### config.mk
export PLATFORM = sky130hd
export DESIGN_NAME = laser_pkt_tx_ctrl_flat
export DESIGN_NICKNAME = d
export VERILOG_FILES = /design/src/rtl/laser_pkg.sv /design/src/rtl/laser_pkt_tx_ctrl_if.sv /design/src/rtl/laser_pkt_buffer.sv /design/src/rtl/laser_pkt_tx_ctrl.sv /design/src/flat_wrapper.sv
export SDC_FILE = /design/constraint.sdc
export NUM_CORES = 2
export LEC_CHECK = 0
export CORE_ASPECT_RATIO = 0.8
export CORE_MARGIN = 2
export CORE_UTILIZATION = 60
export DETAILED_ROUTE_END_ITERATION = 7
export PLACE_DENSITY_LB_ADDON = 0.25
export REMOVE_ABC_BUFFERS = 1
export SLEW_MARGIN = 40
export SYNTH_ARGS = -nofsm -noshare
export SYNTH_HDL_FRONTEND = slang
export SYNTH_SLANG_ARGS = --single-unit
### constraint.sdc
create_clock -name clock -period 7.08 [get_ports clock]
set_input_delay 1.062 -clock clock [delete_from_list [all_inputs] [get_ports clock]]
set_output_delay 1.062 -clock clock [all_outputs]
set_load 0.01 [all_outputs]
### src/rtl/laser_pkg.sv
// Shared constants and state encoding for the laser packet transmit path.
package laser_pkg;

    localparam int         PKT_WORDS_DEF      = 256;
    localparam int         TIMEOUT_CYCLES_DEF = 400;
    localparam int         MAX_RETRY_DEF      = 3;
    localparam logic [7:0] ACK_BYTE_DEF       = 8'h11;
    localparam int         WORD_W             = 16;
    localparam int         BYTE_W             = 8;

    typedef enum logic [2:0] {IDLE, SEND, WAIT_ACK} ctrl_state_t;

endpackage

### src/rtl/laser_pkt_tx_ctrl_if.sv
// Byte-pair link between the packet controller and the dual-laser transmitter.
interface laser_pkt_tx_ctrl_if;
    import laser_pkg::*;

    // Handshake: while tx_en/tx_ready are high the pair on tx_data1/tx_data2 is
    // held stable; tx_done is a one-cycle strobe ending that pair, and the next
    // pair is presented on the following cycle with no idle gap.
    logic              tx_en;
    logic              tx_ready;
    logic [BYTE_W-1:0] tx_data1;
    logic [BYTE_W-1:0] tx_data2;
    logic              tx_done;

    modport master (output tx_en, output tx_ready, output tx_data1, output tx_data2,
                    input tx_done);
    modport slave  (input tx_en, input tx_ready, input tx_data1, input tx_data2,
                    output tx_done);

endinterface

### src/rtl/laser_pkt_buffer.sv
// One-packet word buffer: synchronous write at wr_ptr, combinational read.
module laser_pkt_buffer
    import laser_pkg::*;
#(
    parameter int PKT_WORDS = PKT_WORDS_DEF,
    localparam int PW = $clog2(PKT_WORDS) + 1,
    localparam int AW = $clog2(PKT_WORDS)
) (
    input  logic              clock,
    input  logic              reset,
    input  logic              wr_en,
    input  logic [WORD_W-1:0] wr_data,
    input  logic              clr,
    input  logic [AW-1:0]     rd_addr,
    output logic [WORD_W-1:0] rd_data,
    output logic [PW-1:0]     wr_ptr,
    output logic              wr_full
);

    logic [WORD_W-1:0] mem [PKT_WORDS];
    logic              do_write;

    assign wr_full  = (wr_ptr == PW'(PKT_WORDS));
    assign do_write = wr_en && !wr_full;
    assign rd_data  = mem[rd_addr];

    always_ff @(posedge clock) begin
        if (do_write) begin
            mem[wr_ptr[AW-1:0]] <= wr_data;
        end
    end

    // Clear wins over a same-cycle write so abort always empties the packet.
    always_ff @(posedge clock) begin
        if (reset || clr) begin
            wr_ptr <= '0;
        end else if (do_write) begin
            wr_ptr <= wr_ptr + PW'(1);
        end
    end

endmodule

### src/rtl/laser_pkt_tx_ctrl.sv
// Packet sequencer: streams buffered byte pairs to the transmitter, waits for ACK, retries.
module laser_pkt_tx_ctrl
    import laser_pkg::*;
#(
    parameter int         PKT_WORDS      = PKT_WORDS_DEF,
    parameter int         TIMEOUT_CYCLES = TIMEOUT_CYCLES_DEF,
    parameter int         MAX_RETRY      = MAX_RETRY_DEF,
    parameter logic [7:0] ACK_BYTE       = ACK_BYTE_DEF,
    localparam int PW = $clog2(PKT_WORDS) + 1,
    localparam int AW = $clog2(PKT_WORDS),
    localparam int RW = $clog2(MAX_RETRY + 1),
    localparam int TW = $clog2(TIMEOUT_CYCLES + 1)
) (
    input  logic                 clock,
    input  logic                 reset,
    input  logic                 wr_en,
    input  logic [WORD_W-1:0]    wr_data,
    input  logic                 pkt_go,
    input  logic                 abort,
    input  logic                 rx_valid,
    input  logic [BYTE_W-1:0]    rx_byte,
    laser_pkt_tx_ctrl_if.master  tx,
    output logic                 busy,
    output logic                 wr_full,
    output logic                 pkt_done,
    output logic                 pkt_fail,
    output logic [RW-1:0]        retry_count,
    output ctrl_state_t          state_dbg,
    output logic [PW-1:0]        wr_ptr_dbg
);

    ctrl_state_t       state;
    logic [PW-1:0]     rd_ptr;
    logic [PW-1:0]     wr_ptr;
    logic [TW-1:0]     timer;
    logic [WORD_W-1:0] rd_data;
    logic              buf_wr;
    logic              buf_clr;
    logic              ack_hit;
    logic              retry_hit;
    logic              retry_last;
    logic              len_nz;

    assign ack_hit    = rx_valid && (rx_byte == ACK_BYTE);
    assign retry_hit  = (rx_valid && (rx_byte != ACK_BYTE)) || (timer == TW'(TIMEOUT_CYCLES - 1));
    assign retry_last = (retry_count == RW'(MAX_RETRY));
    assign buf_wr     = (state == IDLE) && wr_en;
    // A write landing with pkt_go counts toward the packet length.
    assign len_nz     = (wr_ptr != '0) || (wr_en && !wr_full);
    assign buf_clr    = abort ||
                        ((state == WAIT_ACK) && (ack_hit || (retry_hit && retry_last)));

    laser_pkt_buffer #(.PKT_WORDS(PKT_WORDS)) u_buf (
        .clock   (clock),
        .reset   (reset),
        .wr_en   (buf_wr),
        .wr_data (wr_data),
        .clr     (buf_clr),
        .rd_addr (rd_ptr[AW-1:0]),
        .rd_data (rd_data),
        .wr_ptr  (wr_ptr),
        .wr_full (wr_full)
    );

    always_ff @(posedge clock) begin
        if (reset) begin
            state       <= IDLE;
            rd_ptr      <= '0;
            timer       <= '0;
            retry_count <= '0;
            pkt_done    <= 1'b0;
            pkt_fail    <= 1'b0;
        end else begin
            pkt_done <= 1'b0;
            pkt_fail <= 1'b0;
            if (abort) begin
                state       <= IDLE;
                rd_ptr      <= '0;
                timer       <= '0;
                retry_count <= '0;
            end else begin
                case (state)
                    IDLE: begin
                        if (pkt_go && len_nz) begin
                            rd_ptr      <= '0;
                            retry_count <= '0;
                            state       <= SEND;
                        end
                    end
                    SEND: begin
                        if (tx.tx_done) begin
                            if (rd_ptr == wr_ptr - PW'(1)) begin
                                timer <= '0;
                                state <= WAIT_ACK;
                            end else begin
                                rd_ptr <= rd_ptr + PW'(1);
                            end
                        end
                    end
                    WAIT_ACK: begin
                        timer <= timer + TW'(1);
                        if (ack_hit) begin
                            pkt_done <= 1'b1;
                            state    <= IDLE;
                        end else if (retry_hit) begin
                            if (retry_last) begin
                                pkt_fail <= 1'b1;
                                state    <= IDLE;
                            end else begin
                                retry_count <= retry_count + RW'(1);
                                rd_ptr      <= '0;
                                state       <= SEND;
                            end
                        end
                    end
                    default: state <= IDLE;
                endcase
            end
        end
    end

    // Data is gated by SEND so every output reads 0 out of reset.
    assign tx.tx_en    = (state == SEND);
    assign tx.tx_ready = (state == SEND);
    assign tx.tx_data1 = (state == SEND) ? rd_data[7:0]  : '0;
    assign tx.tx_data2 = (state == SEND) ? rd_data[15:8] : '0;
    assign busy        = (state != IDLE);
    assign state_dbg   = state;
    assign wr_ptr_dbg  = wr_ptr;

endmodule

### src/flat_wrapper.sv
// flat-port wrapper written by rule: the top's interface ports become plain ports
module laser_pkt_tx_ctrl_flat import laser_pkg::*;
#(
    parameter int         PKT_WORDS      = PKT_WORDS_DEF,
    parameter int         TIMEOUT_CYCLES = TIMEOUT_CYCLES_DEF,
    parameter int         MAX_RETRY      = MAX_RETRY_DEF,
    parameter logic [7:0] ACK_BYTE       = ACK_BYTE_DEF,
    localparam int PW = $clog2(PKT_WORDS) + 1,
    localparam int AW = $clog2(PKT_WORDS),
    localparam int RW = $clog2(MAX_RETRY + 1),
    localparam int TW = $clog2(TIMEOUT_CYCLES + 1)
)
  (clock, reset, wr_en, wr_data, pkt_go, abort, rx_valid, rx_byte, busy, wr_full, pkt_done, pkt_fail, retry_count, state_dbg, wr_ptr_dbg, tx_tx_en, tx_tx_ready, tx_tx_data1, tx_tx_data2, tx_tx_done);
  laser_pkt_tx_ctrl_if tx_i ();
  input  logic clock;
  input  logic reset;
  input  logic wr_en;
  input  logic [WORD_W-1:0] wr_data;
  input  logic pkt_go;
  input  logic abort;
  input  logic rx_valid;
  input  logic [BYTE_W-1:0] rx_byte;
  output logic busy;
  output logic wr_full;
  output logic pkt_done;
  output logic pkt_fail;
  output logic [RW-1:0] retry_count;
  output ctrl_state_t state_dbg;
  output logic [PW-1:0] wr_ptr_dbg;
  output wire logic [$bits(tx_i.tx_en)-1:0] tx_tx_en;
  output wire logic [$bits(tx_i.tx_ready)-1:0] tx_tx_ready;
  output wire logic [$bits(tx_i.tx_data1)-1:0] tx_tx_data1;
  output wire logic [$bits(tx_i.tx_data2)-1:0] tx_tx_data2;
  input wire logic [$bits(tx_i.tx_done)-1:0] tx_tx_done;
  assign tx_tx_en = tx_i.tx_en;
  assign tx_tx_ready = tx_i.tx_ready;
  assign tx_tx_data1 = tx_i.tx_data1;
  assign tx_tx_data2 = tx_i.tx_data2;
  assign tx_i.tx_done = tx_tx_done;
  laser_pkt_tx_ctrl #(.PKT_WORDS(PKT_WORDS), .TIMEOUT_CYCLES(TIMEOUT_CYCLES), .MAX_RETRY(MAX_RETRY), .ACK_BYTE(ACK_BYTE)) u_core (.clock(clock), .reset(reset), .wr_en(wr_en), .wr_data(wr_data), .pkt_go(pkt_go), .abort(abort), .rx_valid(rx_valid), .rx_byte(rx_byte), .tx(tx_i), .busy(busy), .wr_full(wr_full), .pkt_done(pkt_done), .pkt_fail(pkt_fail), .retry_count(retry_count), .state_dbg(state_dbg), .wr_ptr_dbg(wr_ptr_dbg));
endmodule
==> results.md <==
Run status:
- The flow ran to the end, and the final reports show no timing, DRC or antenna violations.

Place:
- In this run, placement finished with an instance count of 11130.
- The quantity of I/O buffers inserted on ports is 65.
- The HPWL reported at the end of detailed placement is approximately 240000 µm.
- Timing analysis after detailed placement gives a worst setup slack of 1.214 ns.
- The final RePlAce weighted congestion is approximately 0.88.

Global route:
- The overflow left after global routing is 0.
- Entering global routing, the biggest net connects ~180 pins.
- The global-route wire length before repair is 585400 µm.
- The number of antenna violations at the first check in global routing is 13.
- The number of global-route vias before repair is 80270.
- Global routing consumed, over all layers together, ~30% of the routing resources.

Routing:
- The DRC violations left is 0.
- The average detailed-routed wire length per instance is 34.71 µm.
- The detail route stage leaves a number of antenna-violating nets equal to 0.
- The number of optimization iterations in the first detailed-route pass is 6.
- The per-cell via count in the routed design is 6.945.
- The total length of routed wires is 411500 µm.
- The final route contains 82330 vias.
- The number of DRC markers after the initial detailed-route iteration is 12110.

Critical path:
- The kind of critical path is register to output port.
- The most common cell type on the critical path is sky130_fd_sc_hd__buf_12.
- The worst setup path is captured at an output port.
- The reg-to-reg setup timing slack is 2.52 ns.
- Grouping stages by cell kind, the critical path spends the most delay in buffers and inverters.
- The kind of start point of the critical path is a register.
- The critical path contains buffers and inverters numbering 4 combined.
- The worst register-to-register path ends at u_core.u_buf.mem[108][9]$_DFFE_PP_.
- The number of cells on the worst reg-to-reg path is 9.
- The critical path goes through buf_12 -> buf_12 -> buf_4 -> mux4_2 -> o22ai_1 -> o21ai_0 -> nand4_1 -> o31ai_1 -> clkdlybuf4s50_1.
- For this run, the slowest stage of the critical path takes ~0.76 ns.
- The slowest library cell on the worst path is sky130_fd_sc_hd__nand4_1.
- The data arrival at the endpoint of the critical path is 5.99 ns.
- STA puts the critical path data required time at 6.02 ns.
- Along the worst path, the maximum fanout reaches a little under 90.
- The reg-to-reg critical path startpoint is u_core.u_buf.wr_ptr[0]$_SDFFE_PP0P_.

Power:
- The cell-internal power is 38860 µW.
- Net switching is 19.49% of the power.
- The power per cell area is 268.8 nW/µm².
- Combinational logic burns 1.5% of the power.
- The sequential share of power is a little under three fifths.
- Summed over all cells, the static leakage comes to roughly 0.054 µW.
- The clock network burns 42.7% of the power.
- The worst vdd rail ir drop is between 0.2 and 0.3 mV.
- The power after layout is ~48000 µW.
- The analysis attributes to net switching a power of 9404 µW.

Floorplan:
- The vertical die dimension is 465.4 µm.
- The area of the die is 270300 µm².
- The core region is ~260000 µm².
- The floorplan step set the die width to 580.8 µm.
- The site row count is ~170.
- The initial core utilization is ~60%.
- The number of placed I/O pins is 67.

Logic synthesis:
- The mean area per synthesized cell is around 21 µm².
- The post-synthesis instance total is 7553.
- For this run, asynchronously set or reset flops after synthesis account for 0%.
- Yosys mapped a number of flops with a built-in enable equal to ~4100.
- The most common flop cell mapped by yosys is sky130_fd_sc_hd__edfxtp_1.
- The adder-cell share of the synthesized area is 0.05485%.
- For this run, the register share of the synthesized area comes to 77.55%.
- The cell area that synthesis handed to floorplanning was 159700 µm².
- In the synthesized netlist, mux cells make up 15.24% of the area.
- By area, the combinational part of the netlist is dominated by multiplexers.
- The synthesized netlist devotes 1.920% of its cell area to simple gates.
- The synthesized netlist contains 69 unique library cells.
- The total of warnings raised by yosys is 0.
- The compound-gate portion of the synthesized area is 3.623%.
- Summing the areas of all xor and xnor instances in the mapped netlist gives 0.1042% of the synthesized area.
- The number of flip-flops and latches in the synthesized netlist is 4137.

Timing:
- The worst relative slew slack is 31.96%.
- The worst path uses 99.63% of the clock period.
- The worst-case setup margin in the final layout is between 0.02 and 0.03 ns.
- Between clock sinks in the finished design, the worst skew comes to between 0.03 and 0.04 ns.
- The number of hold violations in the final report is 0.
- The count of final max-slew check failures is 0.
- The final-report setup violation count is 0.
- Across all hold checks on the routed design, the worst slack comes to 0.4745 ns.
- At the pin with the least slew margin, the transition time is 1.021 ns.
- The shortest clock period the worst path allows after layout is 7.054 ns.
- The achievable clock frequency is 0.1418 GHz.
- Summed over all failing endpoints, the final setup total negative slack is 0 ns.
- Setup repair after global routing left no endpoint under its margin.

Hold path:
- In this run the worst hold path is classified as register to register.
- Counting instances, the worst hold path has a depth of 1.
- In this run the most critical hold path is launched from u_core.timer[8]$_SDFFE_PP0P_.
- The worst hold endpoint is u_core.timer[8]$_SDFFE_PP0P_.

CTS:
- The root buffer cell is sky130_fd_sc_hd__clkbuf_16.
- The clock-pin slew of the registers on the worst-case setup and hold paths is 0.06 ns.
- Buffers inserted to repair hold after CTS numbered 0.
- The post-cts resize count is 0.
- In this run the deepest clock path goes through 4 buffers.
- The CTS tree is built.
- CTS built an H-tree with a depth of 5.
- The number of setup buffers added after CTS is 0.
- The number of CTS-inserted buffers is roughly 390.
- For this design, the sink count on the clock tree is 4137.
- The clock reaches the later pin of the worst-skew pair after 0.92 ns.

Cells and area:
- The library cell used most frequently in the layout, excluding fill and tap cells, is sky130_fd_sc_hd__edfxtp_1.
- The number of fill cells in the layout is 16070.
- Once layout is complete, the cells apart from fillers number 11860.
- From synthesis to final layout, the design area changed by 12.42%.
- For this run, the post-layout net count is 8062.
- The top cell types in the final layout, fill and taps aside, are sky130_fd_sc_hd__edfxtp_1 (4096), sky130_fd_sc_hd__mux4_2 (832), sky130_fd_sc_hd__mux2i_1 (535), sky130_fd_sc_hd__buf_4 (402), sky130_fd_sc_hd__clkbuf_16 (396).
- The fraction of layout instances using a drive strength above 1 is a little under a quarter.

Job:
- The tool flagged a number of max-cap violations equal to 0.
synthesized netlist by cell type (5+ instances only):
cell                        instances  area share [%]
sky130_fd_sc_hd__edfxtp_1        4096              77
sky130_fd_sc_hd__mux4_2           832              12
sky130_fd_sc_hd__mux2i_1          535             3.4
sky130_fd_sc_hd__nor2_1           404            0.95
sky130_fd_sc_hd__o221ai_1         261             1.4
sky130_fd_sc_hd__clkbuf_1         211            0.50
sky130_fd_sc_hd__o21ai_0          167            0.52
sky130_fd_sc_hd__o22ai_1          156            0.61
sky130_fd_sc_hd__a21oi_1          151            0.47
sky130_fd_sc_hd__nand2_1          100            0.24
sky130_fd_sc_hd__buf_4             90            0.42
sky130_fd_sc_hd__buf_2             83            0.26
sky130_fd_sc_hd__dfxtp_1           41            0.51
sky130_fd_sc_hd__buf_6             34            0.24
sky130_fd_sc_hd__nand3_1           34            0.11
sky130_fd_sc_hd__and2_1            33            0.13
sky130_fd_sc_hd__nand4_1           32            0.13
sky130_fd_sc_hd__buf_1             29           0.068
sky130_fd_sc_hd__a211oi_1          28            0.13
sky130_fd_sc_hd__mux2_2            22            0.16
sky130_fd_sc_hd__a31oi_1           21           0.082
sky130_fd_sc_hd__nor3_1            21           0.066
sky130_fd_sc_hd__a22oi_1           11           0.052
sky130_fd_sc_hd__o31ai_1           11           0.052
sky130_fd_sc_hd__or4_1             10           0.047
sky130_fd_sc_hd__xor2_1            10           0.055
sky130_fd_sc_hd__nor4_1             9           0.035
sky130_fd_sc_hd__o211a_1            9           0.056
sky130_fd_sc_hd__xnor2_1            9           0.049
sky130_fd_sc_hd__a2111oi_0          7           0.038
sky130_fd_sc_hd__and3_1             7           0.027
sky130_fd_sc_hd__ha_1               7           0.055
sky130_fd_sc_hd__inv_1              7           0.016
sky130_fd_sc_hd__nand2b_1           6           0.024
sky130_fd_sc_hd__or3_1              6           0.024
sky130_fd_sc_hd__a31o_2             5           0.027
sky130_fd_sc_hd__and2_0             5           0.020
sky130_fd_sc_hd__nor2b_1            5           0.020
sky130_fd_sc_hd__nor3b_1            5           0.024
sky130_fd_sc_hd__o211ai_1           5           0.024
how the worst max path moves through the flow:
| stage | to | slack [ns] | cells after the start |
|---|---|---|---|
| after floorplan | tx_tx_data1[1] | -45.43 | 7 |
| after global placement | tx_tx_data1[2] | 0.92 | 9 |
| after detailed placement | tx_tx_data2[1] | 1.21 | 10 |
| after CTS | tx_tx_data1[0] | 0.22 | 9 |
| after global routing | tx_tx_data1[0] | 0.03 | 9 |
| final | tx_tx_data1[0] | 0.03 | 9 |
power groups by stage:
stage / registers (µW) / logic [µW] / clock network, µW
final: 26900 / 743 / 20600
after global routing: 26900 / 789 / 21700
after CTS: 26900 / 728 / 20800
after detailed placement: 27400 / 726 / 0
after global placement: 27400 / 679 / 0
after floorplan: 27500 / 528 / 0
worst reg2reg max path, stage by stage (launching register included):
cell and delay (ns):
sky130_fd_sc_hd__dfxtp_1 0.62, sky130_fd_sc_hd__inv_1 0.13, sky130_fd_sc_hd__ha_1 0.34, sky130_fd_sc_hd__nor3b_1 0.23, sky130_fd_sc_hd__a31oi_2 0.68, sky130_fd_sc_hd__and3_1 0.44, sky130_fd_sc_hd__nand2_1 0.51, sky130_fd_sc_hd__buf_4 0.45
sky130_fd_sc_hd__nor2_1 0.48, sky130_fd_sc_hd__buf_4 0.36
state kept, by name, indices dropped and copies added (netlist names), named ones only:
register             flops
u_core.pkt_done          1
u_core.retry_count       2
u_core.pkt_fail          1
u_core.u_buf.mem      4096
u_core.rd_ptr            9
u_core.timer             9
u_core.u_buf.wr_ptr      9
u_core.state_dbg         2
routing by layer:
| layer | wire (µm) | vias to the layer above | GRT usage, % |
|---|---|---|---|
| met5 | 49 | - | 0 |
| met4 | 18870 | 8 | 12.37 |
| met1 | 154100 | 43000 | 44.30 |
| met2 | 188700 | 5774 | 45.61 |
| li1 | - | 32750 | - |
| met3 | 49850 | 803 | 6.457 |
layout make-up:
cell class	instances	area (µm²)	share of cell area (%)
sequential	4137	123800	68.99
multi-input combinational	2962	33700	18.77
clock buffer	461	10170	5.668
timing repair buffer	531	5050	2.813
tap	3505	4385	2.443
clock inverter	245	2308	1.286
inverter	7	38.79	0.02161
antenna	7	17.52	0.009758
metrics by stage:
step	util (%)	area, µm²
2_1_floorplan	-	157300
3_3_place_gp	62.82	166400
3_5_place_dp	62.92	166700
4_1_cts	67.64	179200
5_1_grt	67.74	179500
6_report	67.75	179500
logic make-up after synthesis:
kind of cell / Yosys count
simple gates: 695
other cells: 1
flops: 4137
xor+xnor: 19
fa+ha+maj: 7
buf+inv: 454
mux: 1389
compound gates: 851
Power figures use the tool's default switching activity.
